## config.mk

```make
export PLATFORM = sky130hd
export DESIGN_NAME = cmd_parser
export DESIGN_NICKNAME = d
export VERILOG_FILES = /design/src/rtl/cmd_parser.sv
export SDC_FILE = /design/constraint.sdc
export NUM_CORES = 1
export LEC_CHECK = 0
export ABC_AREA = 1
export BUFFER_PORTS_ARGS = -buffer_cell sky130_fd_sc_hd__buf_2
export CORE_AREA = 3 3 86 88
export CTS_BUF_LIST = sky130_fd_sc_hd__clkbuf_4 sky130_fd_sc_hd__clkbuf_8
export DETAILED_ROUTE_END_ITERATION = 7
export DIE_AREA = 0 0 89 91
export PLACE_DENSITY = 0.84
export SYNTH_ARGS = -nofsm -noshare
export SYNTH_HDL_FRONTEND = slang
export SYNTH_SLANG_ARGS = --single-unit
export TNS_END_PERCENT = 10
```

## constraint.sdc

```tcl
create_clock -name clk -period 1.96 [get_ports clk]
set_input_delay 0.392 -clock clk [delete_from_list [all_inputs] [get_ports clk]]
set_output_delay 0.392 -clock clk [all_outputs]
set_load 0.05 [all_outputs]
```

## src/rtl/cmd_parser.sv

```systemverilog
// Command frame decoder: validates HEADER/ADDR/DATA/CSUM frames from the USB
// receive path, updates waveform settings and returns an ACK/NAK byte.
module cmd_parser #(
    parameter logic [7:0] HEADER    = 8'h55,
    parameter int         TIMEOUT   = 50000,
    parameter int         NUM_WAVES = 5,
    parameter logic [7:0] ACK_BYTE  = 8'h06,
    parameter logic [7:0] NAK_BYTE  = 8'h15
) (
    input  logic       clk,
    input  logic       rst_n,
    input  logic [7:0] rx_data,
    input  logic       rx_valid,
    output logic [7:0] ack_data,
    output logic       ack_valid,
    input  logic       ack_ready,
    output logic [4:0] state,
    output logic [7:0] state_freq,
    output logic [7:0] state_amp,
    output logic [7:0] state_phase,
    output logic       cfg_update,
    output logic       cfg_err
);

    typedef enum logic [2:0] {
        S_IDLE = 3'd0,
        S_ADDR = 3'd1,
        S_DATA = 3'd2,
        S_CSUM = 3'd3,
        S_RESP = 3'd4
    } fsm_t;

    localparam logic [15:0] TO_LAST    = 16'(TIMEOUT - 1);
    localparam logic [8:0]  WAVE_LIMIT = 9'(NUM_WAVES);

    fsm_t        fsm_r;
    logic [15:0] idle_cnt_r;
    logic [7:0]  addr_r;
    logic [7:0]  data_r;

    function automatic logic [7:0] frame_csum(input logic [7:0] a, input logic [7:0] d);
        return a ^ d;
    endfunction

    function automatic logic frame_legal(input logic [7:0] a, input logic [7:0] d);
        logic ok;
        case (a)
            8'h01:   ok = ({1'b0, d} < WAVE_LIMIT);
            8'h02:   ok = 1'b1;
            8'h03:   ok = 1'b1;
            8'h04:   ok = 1'b1;
            default: ok = 1'b0;
        endcase
        return ok;
    endfunction

    // Frame FSM, idle timeout, setting registers and response handshake.
    always_ff @(posedge clk or negedge rst_n) begin
        if (!rst_n) begin
            fsm_r       <= S_IDLE;
            idle_cnt_r  <= 16'd0;
            addr_r      <= 8'h00;
            data_r      <= 8'h00;
            state       <= 5'd0;
            state_freq  <= 8'h01;
            state_amp   <= 8'h80;
            state_phase <= 8'h00;
            ack_data    <= 8'h00;
            ack_valid   <= 1'b0;
            cfg_update  <= 1'b0;
            cfg_err     <= 1'b0;
        end else begin
            cfg_update <= 1'b0;
            cfg_err    <= 1'b0;
            case (fsm_r)
                S_IDLE: begin
                    idle_cnt_r <= 16'd0;
                    if (rx_valid && (rx_data == HEADER)) begin
                        fsm_r <= S_ADDR;
                    end else begin
                        fsm_r <= S_IDLE;
                    end
                end
                S_ADDR, S_DATA, S_CSUM: begin
                    if (rx_valid) begin
                        idle_cnt_r <= 16'd0;
                        if (fsm_r == S_ADDR) begin
                            addr_r <= rx_data;
                            fsm_r  <= S_DATA;
                        end else if (fsm_r == S_DATA) begin
                            data_r <= rx_data;
                            fsm_r  <= S_CSUM;
                        end else begin
                            fsm_r     <= S_RESP;
                            ack_valid <= 1'b1;
                            if ((rx_data == frame_csum(addr_r, data_r)) && frame_legal(addr_r, data_r)) begin
                                cfg_update <= 1'b1;
                                ack_data   <= ACK_BYTE;
                                case (addr_r)
                                    8'h01:   state       <= data_r[4:0];
                                    8'h02:   state_freq  <= data_r;
                                    8'h03:   state_amp   <= data_r;
                                    8'h04:   state_phase <= data_r;
                                    default: state       <= state;
                                endcase
                            end else begin
                                cfg_err  <= 1'b1;
                                ack_data <= NAK_BYTE;
                            end
                        end
                    end else if (idle_cnt_r == TO_LAST) begin
                        // Silent abort: no response byte on timeout.
                        idle_cnt_r <= 16'd0;
                        fsm_r      <= S_IDLE;
                        cfg_err    <= 1'b1;
                    end else begin
                        idle_cnt_r <= idle_cnt_r + 16'd1;
                    end
                end
                S_RESP: begin
                    idle_cnt_r <= 16'd0;
                    if (ack_valid && ack_ready) begin
                        ack_valid <= 1'b0;
                        fsm_r     <= S_IDLE;
                    end else begin
                        fsm_r <= S_RESP;
                    end
                end
                default: begin
                    idle_cnt_r <= 16'd0;
                    ack_valid  <= 1'b0;
                    fsm_r      <= S_IDLE;
                end
            endcase
        end
    end

endmodule

```

After elaboration in Yosys (flattened, before gate mapping)
Cells that the tools add are included.
Word-level totals
  bits in read-only memories: 0
  memories: 0
  latch bits: 0
  RAM bits: 0
  register bits: 75
  output and inout port bits: 40
  bits of input ports: 12
  word-level logic and storage cells: 80
Cells by class
  bitwise gates (word level): 4
  $add $sub $neg: 1
  shift-type cells: 0
  reductions and logical operators: 14
  divide/modulo/power cells: 0
  multiply operators: 0
  muxes and demuxes: 32
  equality and inequality tests: 16
  magnitude comparators: 1
Operators with widths (number)
  2-to-1 mux 16 bit: 3
  AND reduction 6 bit: 4
  2-to-1 mux 1 bit: 20
  adder 16 x 1 -> 16 bit (second input constant): 1
  equality test 16 bit (second input constant): 1
  equality test 8 x 2 -> 1 bit (second input constant): 2
  2-to-1 mux 3 bit: 5
  one-hot mux 3 bit (3 select lines): 1
  equality test 8 x 1 -> 1 bit (second input constant): 1
  equality test 8 x 3 -> 1 bit (second input constant): 1
  equality test 8 x 7 -> 1 bit (second input constant): 1
  equality test 8 bit: 1
  < comparator 8 x 3 -> 1 bit (second input constant): 1
  != test 2 bit (second input constant): 4
  AND reduction 4 bit: 2
  XOR 8 bit: 1
  equality test 3 x 2 -> 1 bit (second input constant): 2
  OR reduction 3 bit: 2
  2-to-1 mux 5 bit: 1
  AND reduction 5 bit: 1
  equality test 3 x 1 -> 1 bit (second input constant): 1
  equality test 3 bit (second input constant): 1
  logical AND 1 bit: 3
  logical NOT 3 bit: 1
  other kinds (5): 7

Depth between registers and ports, before layout
Gate-level depths: netlist of the first run.
  depth in word-level cells: 13
  mapped depth: 14
  gate-level depth less buffers: 11

Least setup slack after synthesis of the first run
No wires, ideal clock.
  path type: register -> register
  start point: reg addr_r[2]
  end point: reg state_phase[0]
  setup slack: 0.387 ns
  clock period less this slack: 1.573 ns
  setup time: 0.067 ns
  cell stages (with the launch flop): 12
  arrival time: 1.506 ns
  data required time: 1.893 ns
  buffers on the path: 2
  path through: dfrtp_1 -> nor2_2 -> nand3_2 -> nor2_8 -> nor2_1 -> nand2_1 -> nor2_1 -> nor2_2 -> buf_6 -> buf_6 -> nand4_1 -> nand2_1
Between the ends
  word-level cells in the longest chain between the ends: 9
  elaborated cells between the ends (all ways): 14
  classes of those cells: 5 x eq/ne; 5 x mux; 1 x bitwise; 3 x reduce/logical
Ends and longest elaborated chain
  start, declared: line 38  | logic [7:0] addr_r;
  start signal, assigned: line 88  | addr_r <= rx_data;
  equality test 8 x 3 -> 1 bit / equality test 8 x 2 -> 1 bit (equally long branches): line 47, 99
  OR reduction 3 bit (no source line)
  one-hot mux 1 bit (2 select lines): line 47  | case (a)
  2-to-1 mux 1 bit: line 90  | end else if (fsm_r == S_DATA) begin
  2-to-1 mux 1 bit: line 87  | if (fsm_r == S_ADDR) begin
  2-to-1 mux 1 bit: line 85  | if (rx_valid) begin
  2-to-1 mux 1 bit: line 75  | case (fsm_r)
  logical AND 1 bit: line 96  | if ((rx_data == frame_csum(addr_r, data_r)) && frame_legal(addr_r, data_r)) begin
  AND reduction 6 bit (no source line) *
  end signal, assigned: line 103  | 8'h04: state_phase <= data_r;
  end, declared: line 20  | output logic [7:0] state_phase,
Every way passes the cells marked *; elsewhere a longest branch is shown, timed or not. The select of a mux whose other input is x is not followed.
A chain may end at the register's enable or synchronous reset.

Final worst setup path of the first run
  start point: reg fsm_r[1]
  end point: reg state_freq[1]
Between the ends
  word-level cells in the longest chain between the ends: 3
  elaborated cells between the ends (all ways): 7
  classes of those cells: 3 x eq/ne; 2 x bitwise; 2 x reduce/logical
Ends and longest elaborated chain
  start, declared: line 36  | fsm_t fsm_r;
  start signal, assigned: line 60  | fsm_r <= S_IDLE;
  start signal, assigned: line 79  | fsm_r <= S_ADDR;
  start signal, assigned: line 81  | fsm_r <= S_IDLE;
  equality test 3 x 1 -> 1 bit (tied with other cells): line 75, 87
  OR reduction 3 bit / NOT 1 bit (equally long branches)
  AND reduction 6 bit (no source line) *
  end signal, assigned: line 101  | 8'h02: state_freq <= data_r;
  end, declared: line 18  | output logic [7:0] state_freq,
Every way passes the cells marked *; elsewhere a longest branch is shown, timed or not.

==> flow_summary.json, run 1 <==
{
  "cap_violations": 0,
  "ys_async_sr_fraction_pct": 100,
  "synth.yosys.warnings": 0,
  "timing.final.crit_share_pct": 92.7,
  "start_kind": "register",
  "cts_num_sinks": 70,
  "critPathArrivalTime_ns": 2.06,
  "antenna-diode-count": 0,
  "cp-end-kind": "register",
  "critical_path_class": "register to register",
  "area.growth.synth_to_final_pct": 15.6,
  "ys.flop_type": "dfrtp_1",
  "rr_startpoint": "fsm_r[1]$_DFFE_PN0P_",
  "final.fill_count": 573,
  "synthDominantAreaCellType": "dfrtp_1",
  "number_of_buffers_on_the_longest_clock_path": 2,
  "h_tree_level_count": 3,
  "worst_skew_pair.late_latency_ns": 0.36,
  "io_buffers": 47,
  "cts.clk_slew.worst_paths_ns": 0.08,
  "postSynthAreaPerCell_sq_um": 7.60,
  "finalSetupViolations": 0,
  "rows": 30,
  "critPathMostFrequentCell": "nand2_1",
  "leakage_nw": 2.29,
  "yosys.cell_types.count": 37,
  "placeableCoreArea_sq_mm": 0.00672,
  "die_width_microns": 89,
  "gr-total-overflow": 0,
  "irDropWorstVdd_v": 0.000499,
  "timing.max_slew.rel_slack_pct": 57.1,
  "place.gp.congestion": 0.906,
  "finalHoldWorstSlack_ns": 0.0342,
  "first_iter_violations": 202,
  "p_per_area_mw_per_mm2": 941,
  "die-height_microns": 91,
  "worst_hold_path_type": "input port to async pin",
  "io_pins": 52,
  "highest_clock_frequency_the_design_can_meet_ghz": 0.550,
  "synth-seq-area-share_pct": 48.4,
  "final_layout_size_suffix_gt1_share_pct": 18.2,
  "cp_data_required_time_ns": 2.20,
  "finalMaxSlewViolations": 0,
  "cts_setup_buffers": 0,
  "initial_utilization_pct": 54.0,
  "grt_pass1_vias": 3157,
  "wl_final_microns": 8280,
  "nNetsFinal": 546,
  "grt_setup_unrepaired": "yes",
  "reg2regPathDepth": 10,
  "grt_first_pass_wirelength_microns": 14200,
  "worst_r2r_endpoint": "state_freq[1]$_DFFE_PN0P_",
  "timing.critical_path.cells": "inv_1 -> nor2_1 -> nand2_1 -> nand2_1 -> inv_2 -> nand3_1 -> inv_2 -> nand4_2 -> nand2_1 -> nand2_1",
  "syn-cell-area_sq_mm": 0.00363,
  "multiInputGateArea_sq_mm": 0.00158,
  "antenna_found_initial": 0,
  "ys_seq_elements": 70,
  "drtAntennaViolNets": 0,
  "crit_path_max_incr_delay_ns": 0.39,
  "average_routed_wire_per_standard_cell_microns": 13.4,
  "die-area_sq_mm": 0.00810,
  "critical_path.max_fanout": 20,
  "hold_viol_final": 0,
  "synth_enable_flop_cells": 0,
  "pre_cts_ws_ns": 0.160,
  "slowest_stage": "dfrtp_1",
  "post_drt_via_cell_ratio": 5.41,
  "grt_max_degree": 71,
  "finalPower_mw": 3.94,
  "finClkSkew_ns": 0.0124,
  "storage_element_area_sq_mm": 0.00176,
  "synth_cells": 477,
  "tritoncts": "done",
  "dr_total_vias": 3341,
  "fin_ws_ns": 0.142,
  "tightestPinTransition_ns": 0.642,
  "detail_route.first_pass.iterations": 5,
  "synthTopCellsByArea": "dfrtp_1 47%, nand2_1 17%, nand4_1 6.0%",
  "status": "completed",
  "cts_buffers": 9,
  "gr-usage-all-layers_pct": 22.4,
  "place_hpwl_microns": 6050,
  "clk_root_buffer_cell": "clkbuf_8",
  "drcViolationCount": 0,
  "post-route-min-period_ns": 1.82,
  "rrSetupSlack_ns": 0.14,
  "area_share_of_the_leading_cell_type_in_the_synthesized_netlist_pct": 46.9
}
sequential cells by signal, indices dropped and copies added, names as in the netlist:
register / flops
ack_data: 3
ack_valid: 1
addr_r: 8
cfg_err: 1
cfg_update: 1
data_r: 8
fsm_r: 3
idle_cnt_r: 16
state: 5
state_amp: 8
state_freq: 8
state_phase: 8
worst max path at each step:
stage | startpoint | endpoint | slack (ns) | depth (start not counted)
finish | fsm_r[1]$_DFFE_PN0P_ | state_freq[1]$_DFFE_PN0P_ | 0.14 | 10
global placement | addr_r[2]$_DFFE_PN0P_ | state_amp[1]$_DFFE_PN0P_ | 0.21 | 8
detailed placement | addr_r[2]$_DFFE_PN0P_ | ack_data[0]$_DFFE_PN0P_ | 0.16 | 10
floorplan | addr_r[2]$_DFFE_PN0P_ | state_phase[0]$_DFFE_PN0P_ | 0.39 | 11
global route | fsm_r[1]$_DFFE_PN0P_ | state_amp[2]$_DFFE_PN0P_ | -0.04 | 10
CTS | addr_r[2]$_DFFE_PN0P_ | ack_data[0]$_DFFE_PN0P_ | 0.14 | 10
power by group:
group / internal [mW] / switching (mW)
sequential: 1.56 / 0.121
combinational: 0.349 / 0.751
clock: 0.588 / 0.575
timing repair:
action                                  4_1_cts  5_1_grt
endpoints found under the setup margin        0       15
hold endpoints to repair                      0        0
hold buffers                                  0        0
gates resized for setup                       0        2
placed cells by master (no fill, tap or decap), types with 3 or more instances in the layout:
| cell | synthesis | layout |
|---|---|---|
| nand2_1 | 167 | 167 |
| dfrtp_1 | 68 | 66 |
| buf_2 | 8 | 47 |
| inv_1 | 44 | 44 |
| nor2_1 | 41 | 41 |
| nand4_1 | 35 | 35 |
| nand3_1 | 34 | 34 |
| o21ai_0 | 22 | 22 |
| buf_4 | 5 | 13 |
| clkbuf_8 | 0 | 9 |
| a21oi_1 | 7 | 7 |
| nor3_1 | 6 | 6 |
| inv_2 | 4 | 4 |
| conb_1 | 1 | 4 |
| nor2_2 | 3 | 3 |
| nand4_2 | 3 | 3 |
layout make-up:
cell class | instances | area share [%]
inverters | 49 | 4.39
flip-flops and latches | 70 | 41.9
clock inverters | 7 | 1.73
well taps | 80 | 2.39
repair buffers | 62 | 8.90
clock buffers | 9 | 2.96
multi-input cells | 341 | 37.7
kinds of logic (layout without fill, tap and decap cells):
logic type	Yosys count	count (layout)	synth area share [%]
and+or+nand+nor	298	298	37.0
DFF	70	70	48.4
xor gates and xnor gates	2	2	0.483
other	1	4	0.103
AOI/OAI and AO/OA	36	36	5.35
adders and majority gates	1	1	0.345
buffers and inverters	69	127	8.35
synth_stat cells, types with 2 or more instances:
library cell,count
o21ai_0,22
inv_2,4
nand4_2,3
nand2_1,167
buf_1,3
dfrtp_1,68
clkbuf_1,2
nor2_1,41
nand4_1,35
nor2_2,3
o22ai_1,2
buf_6,2
dfstp_2,2
o21a_1,2
buf_4,5
nand3_1,34
nor3_1,6
inv_1,44
a21oi_1,7
buf_2,8
metrics by stage:
stage	area (sq um)	util [%]	instances	setup TNS (ns)
after global placement	3990	59.4	602	0
final	4190	62.4	618	0
after detailed placement	3990	59.4	602	0
after floorplan	3640	-	480	0
after CTS	4190	62.3	618	0
after global routing	4190	62.4	618	-0.205
metal layers:
layer / track usage (%) / routed length (microns) / vias up
li1: - / - / 1649
met1: 29.1 / 3620 / 1586
met2: 35.4 / 4050 / 90
met3: 5.99 / 441 / 16
met4: 8.31 / 178 / 0
met5: 0 / 0 / -
critical path, delay by kind of cell, from the launching register on:
family	cells	cell delay, ns
simple gates	7	0.81
buf+inv	3	0.49
flops	1	0.39
No activity file was read; power rests on OpenSTA's default activity.
==> run 2: changes to the inputs <==
==> config.mk (replaced) <==
export PLATFORM = sky130hd
export DESIGN_NAME = cmd_parser
export DESIGN_NICKNAME = d
export VERILOG_FILES = /design/src/rtl/cmd_parser.sv
export SDC_FILE = /design/constraint.sdc
export NUM_CORES = 1
export LEC_CHECK = 0
export BUFFER_PORTS_ARGS = -buffer_cell sky130_fd_sc_hd__buf_2
export CORE_AREA = 3 3 80 82
export CTS_BUF_LIST = sky130_fd_sc_hd__clkbuf_4 sky130_fd_sc_hd__clkbuf_8
export DETAILED_ROUTE_END_ITERATION = 7
export DIE_AREA = 0 0 83 85
export PLACE_DENSITY = 0.86
export SYNTH_ARGS = -nofsm -noshare
export SYNTH_HDL_FRONTEND = slang
export SYNTH_SLANG_ARGS = --single-unit
export TNS_END_PERCENT = 10
==> run 2 against run 1 <==
  * The run now ends with negative setup slack left
  * Register-to-register slack lost 0.57 ns
  * Sequential share of layout area up 0.80 points
  * Wire length shrank 16%
  * Highest routed layer unchanged
  * Critical endpoint is now state_amp[0]$_DFFE_PN0P_
==> flow_summary.json, run 2 <==
{
  "cp-end-kind": "register",
  "fin_cells": 422,
  "h_tree_level_count": 3,
  "syn-cell-area_sq_mm": 0.00317,
  "finalPower_mw": 5.02,
  "cts_num_sinks": 70,
  "gr-usage-all-layers_pct": 21.0,
  "slowest_stage": "or4_4",
  "number_of_buffers_on_the_longest_clock_path": 2,
  "area_share_of_the_leading_cell_type_in_the_synthesized_netlist_pct": 53.7,
  "worst_skew_pair.late_latency_ns": 0.35,
  "post-route-min-period_ns": 2.39,
  "grt_max_degree": 71,
  "timing.critical_path.cells": "o21ai_0 -> a311oi_1 -> or4_4 -> nor4b_4 -> buf_6 -> mux2_2",
  "crit_path_max_incr_delay_ns": 0.56,
  "start_kind": "register",
  "die-area_sq_mm": 0.00706,
  "dp.cells": 403,
  "rrSetupSlack_ns": -0.43,
  "placeableCoreArea_sq_mm": 0.00582,
  "antenna_found_initial": 0,
  "fin_ws_ns": -0.431,
  "cts_buffers": 9,
  "most-common-layout-cells": "67 x dfrtp_1, 47 x buf_2, 41 x mux2_2",
  "cts_hold_fix_bufs": 0,
  "p_per_area_mw_per_mm2": 1220,
  "final_layout_size_suffix_gt1_share_pct": 45.8,
  "worst_hold_path_type": "input port to async pin",
  "rows": 28,
  "ys.flop_type": "dfrtp_1",
  "critical_path.max_fanout": 8,
  "synth.yosys.warnings": 0,
  "average_routed_wire_per_standard_cell_microns": 16.5,
  "cpLargestDelayFamily": "simple AND/OR/NAND/NOR gates",
  "io_buffers": 47,
  "antenna-diode-count": 0,
  "register_ranked_first_by_flip_flop_count": "idle_cnt_r",
  "synth.most_common_cell": "dfrtp_1",
  "area.growth.synth_to_final_pct": 29.6,
  "rr_startpoint": "data_r[1]$_DFFE_PN0P_",
  "number_of_flip_flops_under_the_largest_register_name": 16,
  "gr-total-overflow": 0,
  "dr_total_vias": 2259,
  "synthTopCellsByArea": "dfrtp_1 54%, mux2_2 15%, xnor3_1 5.0%",
  "synth_top_cells_by_count": "68 x dfrtp_1, 42 x mux2_2, 24 x nor2_1, 17 x nand2_1",
  "worst_r2r_endpoint": "state_amp[0]$_DFFE_PN0P_",
  "grt_first_pass_wirelength_microns": 11600,
  "cts.clk_slew.worst_paths_ns": 0.07,
  "finalSetupViolations": 32,
  "synth_cells": 250,
  "clk_root_buffer_cell": "clkbuf_8",
  "cp_data_required_time_ns": 2.20,
  "setup.worst_path.start": "data_r[1]$_DFFE_PN0P_",
  "highest_clock_frequency_the_design_can_meet_ghz": 0.418,
  "grt_pass1_vias": 2373,
  "finClkSkew_ns": 0.0115,
  "finalMaxSlewViolations": 0,
  "ys_async_sr_fraction_pct": 100,
  "io_pins": 52,
  "place_hpwl_microns": 4720,
  "drtAntennaViolNets": 0,
  "place.gp.congestion": 0.881,
  "drcViolationCount": 0,
  "critical_path_class": "register to register",
  "critPathArrivalTime_ns": 2.63,
  "post_drt_via_cell_ratio": 5.35,
  "ys_seq_elements": 70,
  "leakage_nw": 2.08,
  "critical_path_cell_count": 6,
  "reg2regPathDepth": 6,
  "detail_route.first_pass.iterations": 4,
  "initial_utilization_pct": 54.5,
  "worstPathBufferInverterCount": 1,
  "postSynthAreaPerCell_sq_um": 12.7,
  "most_frequent_standard_cell_in_the_layout_excluding_fill_and_tap_cells": "dfrtp_1",
  "cap_violations": 0,
  "synth_enable_flop_cells": 0,
  "die-height_microns": 85,
  "hold_viol_final": 0,
  "status": "finished, violations left",
  "wl_final_microns": 6960,
  "irDropWorstVdd_v": 0.000868,
  "synth-seq-area-share_pct": 55.3,
  "violations": "negative setup slack",
  "die_width_microns": 83,
  "worstSetupEndpoint": "state_amp[0]$_DFFE_PN0P_",
  "first_iter_violations": 118,
  "timing.final.crit_share_pct": 122,
  "grt_setup_unrepaired": "yes",
  "synthDominantAreaCellType": "dfrtp_1",
  "yosys.cell_types.count": 32,
  "tritoncts": "done",
  "finalHoldWorstSlack_ns": 0.0500,
  "nNetsFinal": 355
}
run 2: cell types whose count changed after synthesis, moves of 7 or more:
cell / delta
buf_2: -8
inv_1: -40
mux2_2: +42
nand2_1: -150
nand3_1: -24
nand4_1: -31
nor2_1: -17
o21ai_0: -19
xnor2_1: +8
xnor3_1: +7
xor2_1: +7
run 2: power breakdown:
part / internal, mW / switching (mW) / total, mW
registers: 1.68 / 0.221 / 1.90
clock network: 0.896 / 0.557 / 1.45
logic: 0.882 / 0.787 / 1.67
total: 3.45 / 1.56 / 5.02
run 2: area by class of cell:
type	instances	area, sq um
tap	75	93.8
timing repair buffer	89	593
clock inverter	5	106
fill	385	1710
sequential	70	1760
multi-input combinational	168	1400
inverter	4	15.0
clock buffer	11	145
run 2: cells by family (layout without fill, tap and decap cells):
| logic type | Yosys count | in the layout | synth area share (%) |
|---|---|---|---|
| simple gates | 88 | 88 | 15.5 |
| flops | 70 | 70 | 55.3 |
| mux | 42 | 42 | 14.9 |
| compound gates | 9 | 9 | 1.70 |
| buf+inv | 15 | 109 | 2.37 |
| fa+ha+maj | 1 | 1 | 0.395 |
| xor+xnor | 24 | 24 | 9.67 |
| other cells | 1 | 4 | 0.118 |
run 2: how the worst min path moves through the flow:
stage	from	end
after detailed placement	rst_n	idle_cnt_r[14]$_DFF_PN0_
final	rst_n	idle_cnt_r[14]$_DFF_PN0_
after global routing	rst_n	idle_cnt_r[14]$_DFF_PN0_
after CTS	rst_n	state_freq[5]$_DFFE_PN0P_
after floorplan	rst_n	ack_data[0]$_DFFE_PN0P_
after global placement	rst_n	idle_cnt_r[15]$_DFF_PN0_
run 2: per-layer routing:
metal  global-route usage [%]  vias to the layer above  share of wire (%)
met5                        0                        -                  0
li1                         -                     1052                  -
met3                     6.12                       16                5.5
met1                     26.7                     1118                 43
met2                     33.8                       73                 49
met4                     9.36                        0                2.0
run 2: what timing repair did:
item / in CTS / in global routing
endpoints found under the setup margin: 30 / 33
setup buffers: 3 / 0
pin swaps: 11 / 0
gates resized for setup: 11 / 8
run 2: per-stage QoR:
stage | util, % | TNS [ns] | cell area, sq um | worst slack (ns)
floorplan | - | -5.45 | 3180 | -0.365
global placement | 64.6 | -9.84 | 3750 | -0.467
detailed placement | 64.6 | -10.38 | 3750 | -0.500
CTS | 70.1 | -4.59 | 4080 | -0.295
global route | 70.7 | -8.61 | 4110 | -0.441
finish | 70.7 | -7.28 | 4110 | -0.431
run 2: worst register-to-register path, cell delays in order, from the launching register on:
cell,delay [ns]
dfrtp_1,0.42
o21ai_0,0.33
a311oi_1,0.18
or4_4,0.56
nor4b_4,0.26
buf_6,0.19
mux2_2,0.34
